<file path="src/rtl/demux_route_ctrl_pkg.sv">
// Shared constants for the 1-to-4 demux route controller: FSM encoding,
// channel count/width and a saturating counter helper.
package demux_route_ctrl_pkg;

    localparam int CH_N = 4;
    localparam int CH_W = 2;

    localparam logic [1:0] IDLE = 2'd0;
    localparam logic [1:0] SEND = 2'd1;
    localparam logic [1:0] DROP = 2'd2;

    function automatic logic [7:0] sat_inc8(input logic [7:0] v);
        return (v == 8'hFF) ? v : v + 8'd1;
    endfunction

endpackage

</file>
<file path="src/rtl/demux_route_onehot.sv">
// Purpose: 2-to-4 one-hot decoder gated by an enable, drives per-channel valid.
// Latency: purely combinational.
// Backpressure: none; output is all-zero whenever en is low.
module demux_route_onehot
    import demux_route_ctrl_pkg::*;
(
    input  logic [CH_W-1:0] sel,
    input  logic            en,
    output logic [CH_N-1:0] onehot
);

    always_comb begin
        onehot = '0;
        if (en) begin
            onehot[sel] = 1'b1;
        end
    end

endmodule

</file>
<file path="src/rtl/demux_route_ctrl.sv">
// Purpose: sequences one word at a time from a producer to one of four demux consumers.
// Latency: accept at edge N -> out_valid in cycle N+1; 2 cycles minimum per word.
// Backpressure: in_ready only in IDLE; word held until out_ready[sel] or timeout.
module demux_route_ctrl
    import demux_route_ctrl_pkg::*;
#(
    parameter int DATA_W  = 8,
    parameter int TIMEOUT = 15
) (
    input  logic              clk,
    input  logic              rst,
    input  logic              in_valid,
    output logic              in_ready,
    input  logic [DATA_W-1:0] in_data,
    input  logic [CH_W-1:0]   in_dest,
    input  logic [CH_N-1:0]   en_mask,
    output logic [CH_W-1:0]   sel,
    output logic [DATA_W-1:0] out_data,
    output logic [CH_N-1:0]   out_valid,
    input  logic [CH_N-1:0]   out_ready,
    output logic              drop_pulse,
    output logic              busy,
    output logic [7:0]        sent_cnt,
    output logic [7:0]        drop_cnt
);

    // Counter value seen in the last SEND cycle allowed before giving up.
    localparam logic [7:0] TMO_LAST = (TIMEOUT == 0) ? 8'd0 : 8'(TIMEOUT - 1);
    localparam bit         TMO_EN   = (TIMEOUT != 0);

    logic [1:0]        state_q, state_d;
    logic [CH_W-1:0]   sel_q, sel_d;
    logic [DATA_W-1:0] data_q, data_d;
    logic [7:0]        wait_q, wait_d;
    logic [7:0]        sent_q, sent_d;
    logic [7:0]        drop_q, drop_d;

    always_comb begin
        state_d = state_q;
        sel_d   = sel_q;
        data_d  = data_q;
        wait_d  = wait_q;
        sent_d  = sent_q;
        drop_d  = drop_q;

        case (state_q)
            IDLE: begin
                if (in_valid) begin
                    data_d  = in_data;
                    sel_d   = in_dest;
                    wait_d  = 8'd0;
                    state_d = en_mask[in_dest] ? SEND : DROP;
                end
            end
            SEND: begin
                // Delivery is checked first so a ready in the final cycle beats the timeout.
                if (out_ready[sel_q]) begin
                    sent_d  = sent_q + 8'd1;
                    state_d = IDLE;
                end else begin
                    wait_d = wait_q + 8'd1;
                    if (TMO_EN && (wait_q == TMO_LAST)) begin
                        state_d = DROP;
                    end
                end
            end
            DROP: begin
                drop_d  = sat_inc8(drop_q);
                state_d = IDLE;
            end
            default: begin
                state_d = IDLE;
            end
        endcase
    end

    always_ff @(posedge clk) begin
        if (rst) begin
            state_q <= IDLE;
            sel_q   <= '0;
            data_q  <= '0;
            wait_q  <= 8'd0;
            sent_q  <= 8'd0;
            drop_q  <= 8'd0;
        end else begin
            state_q <= state_d;
            sel_q   <= sel_d;
            data_q  <= data_d;
            wait_q  <= wait_d;
            sent_q  <= sent_d;
            drop_q  <= drop_d;
        end
    end

    demux_route_onehot u_onehot (
        .sel    (sel_q),
        .en     (state_q == SEND),
        .onehot (out_valid)
    );

    assign in_ready   = (state_q == IDLE);
    assign busy       = (state_q != IDLE);
    assign drop_pulse = (state_q == DROP);
    assign sel        = sel_q;
    assign out_data   = data_q;
    assign sent_cnt   = sent_q;
    assign drop_cnt   = drop_q;

endmodule
</file>
<file path="config.mk">
export PLATFORM = sky130hd
export DESIGN_NAME = demux_route_ctrl
export DESIGN_NICKNAME = d
export VERILOG_FILES = /design/src/rtl/demux_route_ctrl_pkg.sv /design/src/rtl/demux_route_onehot.sv /design/src/rtl/demux_route_ctrl.sv
export SDC_FILE = /design/constraint.sdc
export NUM_CORES = 1
export LEC_CHECK = 0
export CORE_MARGIN = 2
export CORE_UTILIZATION = 46
export DETAILED_ROUTE_END_ITERATION = 16
export GPL_TIMING_DRIVEN = 0
export MAX_ROUTING_LAYER = met4
export PLACE_DENSITY_LB_ADDON = 0.05
export SYNTH_ARGS = -nofsm -noshare
export SYNTH_HDL_FRONTEND = slang
export SYNTH_SLANG_ARGS = --single-unit
export TNS_END_PERCENT = 10
</file>
<file path="constraint.sdc">
create_clock -name clk -period 1.97 [get_ports clk]
set_clock_uncertainty 0.05 [all_clocks]
set_input_delay 0.394 -clock clk [delete_from_list [all_inputs] [get_ports clk]]
set_output_delay 0.394 -clock clk [all_outputs]
set_load 0.02 [all_outputs]
</file>
# Word level (Yosys, flattened, before mapping)
# Cells that the tools add are included.
# W data, S select, Z words.
# totals
regBits,36
in_bits,21
output_inout_bits,33
elab_cells,44
# classes
n_addsub,3
order_cmp,3
eq_ne,7
muxes,15
bitwise,1
n_reduce_logical,9
# op_table
cell,count
$add A8 B1 Y8 const B,3
$mux W8,2
$pmux W8 S2,1
$eq A8 B4 Y1 const B,1
$eq A8 B8 Y1 const B,1
$mux W2,4
$reduce_and A2 Y1,4
$lt A2 B3 Y1 const B,2
$bmux W1 S2,2
$mux W4,1
$ne A2 B2 Y1 const B,2
$pmux W2 S2,1
$reduce_bool A2 Y1,2
$mux W1,3
$ne A3 B3 Y1 const B,1
$reduce_and A3 Y1,1
$demux W1 S2,1
$eq A2 B1 Y1 const B,1
$eq A2 B2 Y1 const B,1
$ge A2 B1 Y1 const B,1
$logic_not A2 Y1,1
$logic_and A1 B1 Y1,1
$not A1 Y1,1

# Depth between registers and ports, before layout
# Gate-level depths: netlist of run 1.
# depth
word_depth,5
ltp_mapped,7
ltp_nobuf,6

# Modules after synthesis
# From an unflattened synthesis of run 1, not the netlist that was laid out.
# hier_totals
cells_unflattened,202
hier_area_um2,1697.9
# by_module_without_submodules
module,instances,cells_per_inst,area_each_um2,seq_area_each_um2
demux_route_ctrl,1,198,1660.3,720.7
demux_route_onehot,1,4,37.5,0.0

# Least setup slack after synthesis of run 1
# Ideal clock, no wire load.
# synth_timing
path_kind,register to register
from,register sel_q[0] (netlist: sel[0])
to,register wait_q[6]
setup_time_ns,0.056
t_arrival_ns,1.748
required_ns,1.864
slack_ns,0.116
path_stages_with_launch,6
path_buffers,1
synth_period_minus_slack_ns,1.854
cell_sequence,dfxtp_1 -> mux4_2 -> or2_1 -> buf_6 -> nor3_2 -> o22a_2
# synth_via
elab_chain_len,4
# synth_rtl
element,line_no,text
"start, declared",demux_route_ctrl.sv:32,"logic [CH_W-1:0] sel_q, sel_d;"
"start signal, assigned",demux_route_ctrl.sv:87,sel_q <= sel_d;
$bmux W1 S2,demux_route_ctrl.sv:57,if (out_ready[sel_q]) begin
$mux W1 (not written as such),demux_route_ctrl.sv:57,
$ne A2 B2 Y1 (no line),n/a,
$reduce_and A3 Y1 (no line),n/a,
"end signal, assigned",demux_route_ctrl.sv:89,wait_q <= wait_d;
"end, declared",demux_route_ctrl.sv:34,"logic [7:0] wait_q, wait_d;"
# No other way between the ends. The select of a mux whose other input is x is not followed.
# A chain may end at the register's enable or synchronous reset.

# Worst setup path after layout of run 1
# layout_timing
from,register state_q[0]
to,output busy
# layout_via
elab_chain_len,1
# layout_rtl
element,line_no,text
"start, declared",demux_route_ctrl.sv:31,"logic [1:0] state_q, state_d;"
"start signal, assigned",demux_route_ctrl.sv:86,state_q <= state_d;
$reduce_bool A2 Y1,demux_route_ctrl.sv:102,assign busy = (state_q != IDLE);
"end, declared",demux_route_ctrl.sv:22,"output logic busy,"
# No other way between the ends.

==> results of run 1 <==
[worst reg2reg max path, stage by stage (launching register included)]
cell	delay, ns
dfxtp_1	0.46
mux4_2	0.59
or2_1	0.26
buf_6	0.13
nor3_2	0.14
o22a_2	0.14
[worst max path at each step]
stage / from / end / slack (ns) / cells past startpoint
floorplan: sel[0] / wait_q[6] / 0.12 / 5
global placement: rst / wait_q[6] / -0.20 / 6
detailed placement: rst / wait_q[6] / -0.20 / 6
CTS: state_q[0] / in_ready / 0.02 / 4
global route: sel[1] / sent_cnt[4] / -0.009 / 6
finish: state_q[0] / busy / 0.09 / 3
[repair_timing]
| item | 4_1_cts | 5_1_grt |
|---|---|---|
| gates resized for setup | 8 | 12 |
| endpoints found under the setup margin | 7 | 13 |
| hold endpoints to repair | 0 | 0 |
[cells in the mapped netlist (5+ instances only)]
cell,count,area [um^2]
o21ai_0,11,55.1
nand3_1,7,35.0
nand2_1,31,116
dfxtp_1,36,721
nor3_1,5,25.0
inv_1,8,30.0
a21oi_1,19,95.1
o31ai_1,5,37.5
nor2_1,16,60.1
[power by group through the flow]
stage / Clock [mW] / Sequential, mW / Combinational, mW
after detailed placement: 0 / 0.787 / 0.268
after global routing: 0.699 / 0.775 / 0.286
after floorplan: 0 / 0.807 / 0.119
after CTS: 0.666 / 0.770 / 0.263
after global placement: 0 / 0.786 / 0.267
final: 0.658 / 0.770 / 0.260
[routing by layer]
layer / track usage (%) / routed length (um)
met5: - / 0
met2: 35.2 / 1940
met4: 6.89 / 62
met1: 26.5 / 1950
met3: 7.33 / 236
[cells by family (layout without fill, tap and decap cells)]
family / Yosys count / count (layout) / synth area share (%)
and+or+nand+nor: 90 / 90 / 26.2
AOI/OAI and AO/OA: 48 / 48 / 16.9
DFF: 36 / 36 / 40.8
buffers and inverters: 18 / 79 / 4.74
muxes: 8 / 8 / 6.09
xor gates and xnor gates: 5 / 5 / 2.48
adders and majority gates: 4 / 4 / 2.83
[final cells by class]
cell class	instances	area, um^2	area share (%)
Clock inverter	3	42.5	1.74
Clock buffer	5	68.8	2.81
Timing Repair Buffer	53	503	20.5
Inverter	8	30.0	1.23
Sequential cell	36	721	29.4
Buffer	10	53.8	2.20
Tap cell	48	60.1	2.45
Multi-Input combinational cell	155	970	39.6
[sequential cells by signal, summed over array words and instances, names as in the netlist]
register and cells:
out_data 8, sent_cnt 8, wait_q 8, drop_cnt 8
sel 2, state_q 2
[metrics by stage]
stage	setup TNS, ns	hold WS, ns	setup slack, ns	util (%)
after CTS	0	0.407	0.0200	66.8
after detailed placement	-4.53	0.396	-0.197	63.9
after floorplan	0	0.385	0.116	-
final	0	0.405	0.0883	66.4
after global placement	-4.42	0.391	-0.197	63.9
after global routing	-0.00901	0.425	-0.00901	66.4
==> flow_summary.yaml, run 1 <==
clock_tree:
  cts_tree: "done"
  cts_setup_buffers: 0
  cts_root_buffer: "clkbuf_8"
  ctsHoldBuffers: 0
  cts_buffers: 5
  clock-sinks: 36
  clockBufferDepth: 2
  clkTransAtPathRegs_ns: 0.08
  h-tree-depth: 2
  clock_latency_ns: 0.29
timing:
  max_slew_margin_pct: 64.5
  slew_violations: 0
  setup_viol: 0
  fmax_ghz: 0.531
  worstMarginPinSlew_ns: 0.533
  finalWorstPathRequiredPeriod_ns: 1.88
  hold_viol: 0
  post-route-period-util_pct: 95.5
final_layout:
  fillCellCount: 327
  syn2layout_area_growth_pct: 38.5
  fin_nets: 294
  final_cell_mix: "clkdlybuf4s50_1, dfxtp_1, nand2_1"
  design_area_um2: 2450
  diodes: 0
  stdcell_count: 318
  drive_gt1_share_pct: 10.7
  final_common_cell: "clkdlybuf4s50_1"
job:
  cap_violations: 0
pwr:
  p_int_mw: 1.25
  p_leak_nw: 0.888
  seq_power_share_pct: 45.6
  pwr-share-comb_pct: 15.4
  p_switching_mw: 0.438
  finalPower_mw: 1.69
  peakVddDrop_v: 0.000433
  power.density_nw_per_um2: 689
  switching_share_pct: 26.0
  clockPowerShare_pct: 39.0
die:
  dieArea_um2: 4360
  coreArea_um2: 3690
  dieWidth_um: 66.0
  ioPinCount: 54
  start_util_pct: 47.9
  fp.dieH_um: 66.0
  num_rows: 22
global_routing:
  grt-ovfl-total: 0
  grt.total_usage_pct: 22.1
  grt_pass1_vias: 1593
  antenna_found_initial: 0
  grt_max_degree: 13
  grt_pass1_wl_um: 7250
worst_setup_path:
  cp_slowest_cell: "or2_2"
  path_cells: "clkbuf_2, or2_2, dlygate4sd2_1"
  r2r-end: "wait_q[6]"
  reg2reg_depth: 5
  critPathKind: "flip-flop to primary output"
  critical_path_arrival_ns: 1.44
  start_kind: "flip-flop"
  required_ns: 1.53
  r2r_slack_ns: 0.14
  crit_fanout: 10
  critPathBufInv: 2
  crit_family: "buffers and inverters"
  slowest_delay_ns: 0.34
  critPathCaptureType: "primary output"
  r2r-start: "sel[0]"
routing:
  drt_pre_antenna_iters: 4
  ant_nets: 0
  drc: 0
  dr_total_vias: 1685
  vias_per_cell: 5.30
  post_drt_wl_per_cell_um: 13.2
  drt_iter0_drc: 77
  wirelength_um: 4190
placed_design:
  dp_cells: 310
  dp_hpwl_um: 3040
  dpl_cell_area_um2: 2360
  portBuffers: 53
  globalplace.congestion: 0.769
run_status:
  status: "complete, no violations"
worst_hold_path:
  hold_path_class: "flip-flop to flip-flop"
  whs_path_depth: 2
  min_from: "out_data[5]"
  min_to: "out_data[5]"
yosys:
  syn_area_per_cell_um2: 8.46
  synth_edf_count: 0
  seq_area_frac_synth_pct: 40.8
  synth_area_um2: 1770
  ys_seq_elements: 36
  yosysUniqueCellTypes: 50
  yosys_warnings: 0
  synth_async_sr_flop_share_pct: 0
  ys.flop_type: "dfxtp_1"
  synth.net_count: 234
  netlist_instances: 209
(Power assumes the default switching activity.)
==> run 2, diff against run 1 <==
--- a/config.mk
+++ b/config.mk
@@ -7,6 +7,7 @@
 export LEC_CHECK = 0
 export CORE_MARGIN = 2
 export CORE_UTILIZATION = 46
+export CTS_CLUSTER_SIZE = 25
 export DETAILED_ROUTE_END_ITERATION = 16
 export GPL_TIMING_DRIVEN = 0
 export MAX_ROUTING_LAYER = met4
==> results of run 2 <==
Final layout, timing and power as in run 1 (identical DEF).
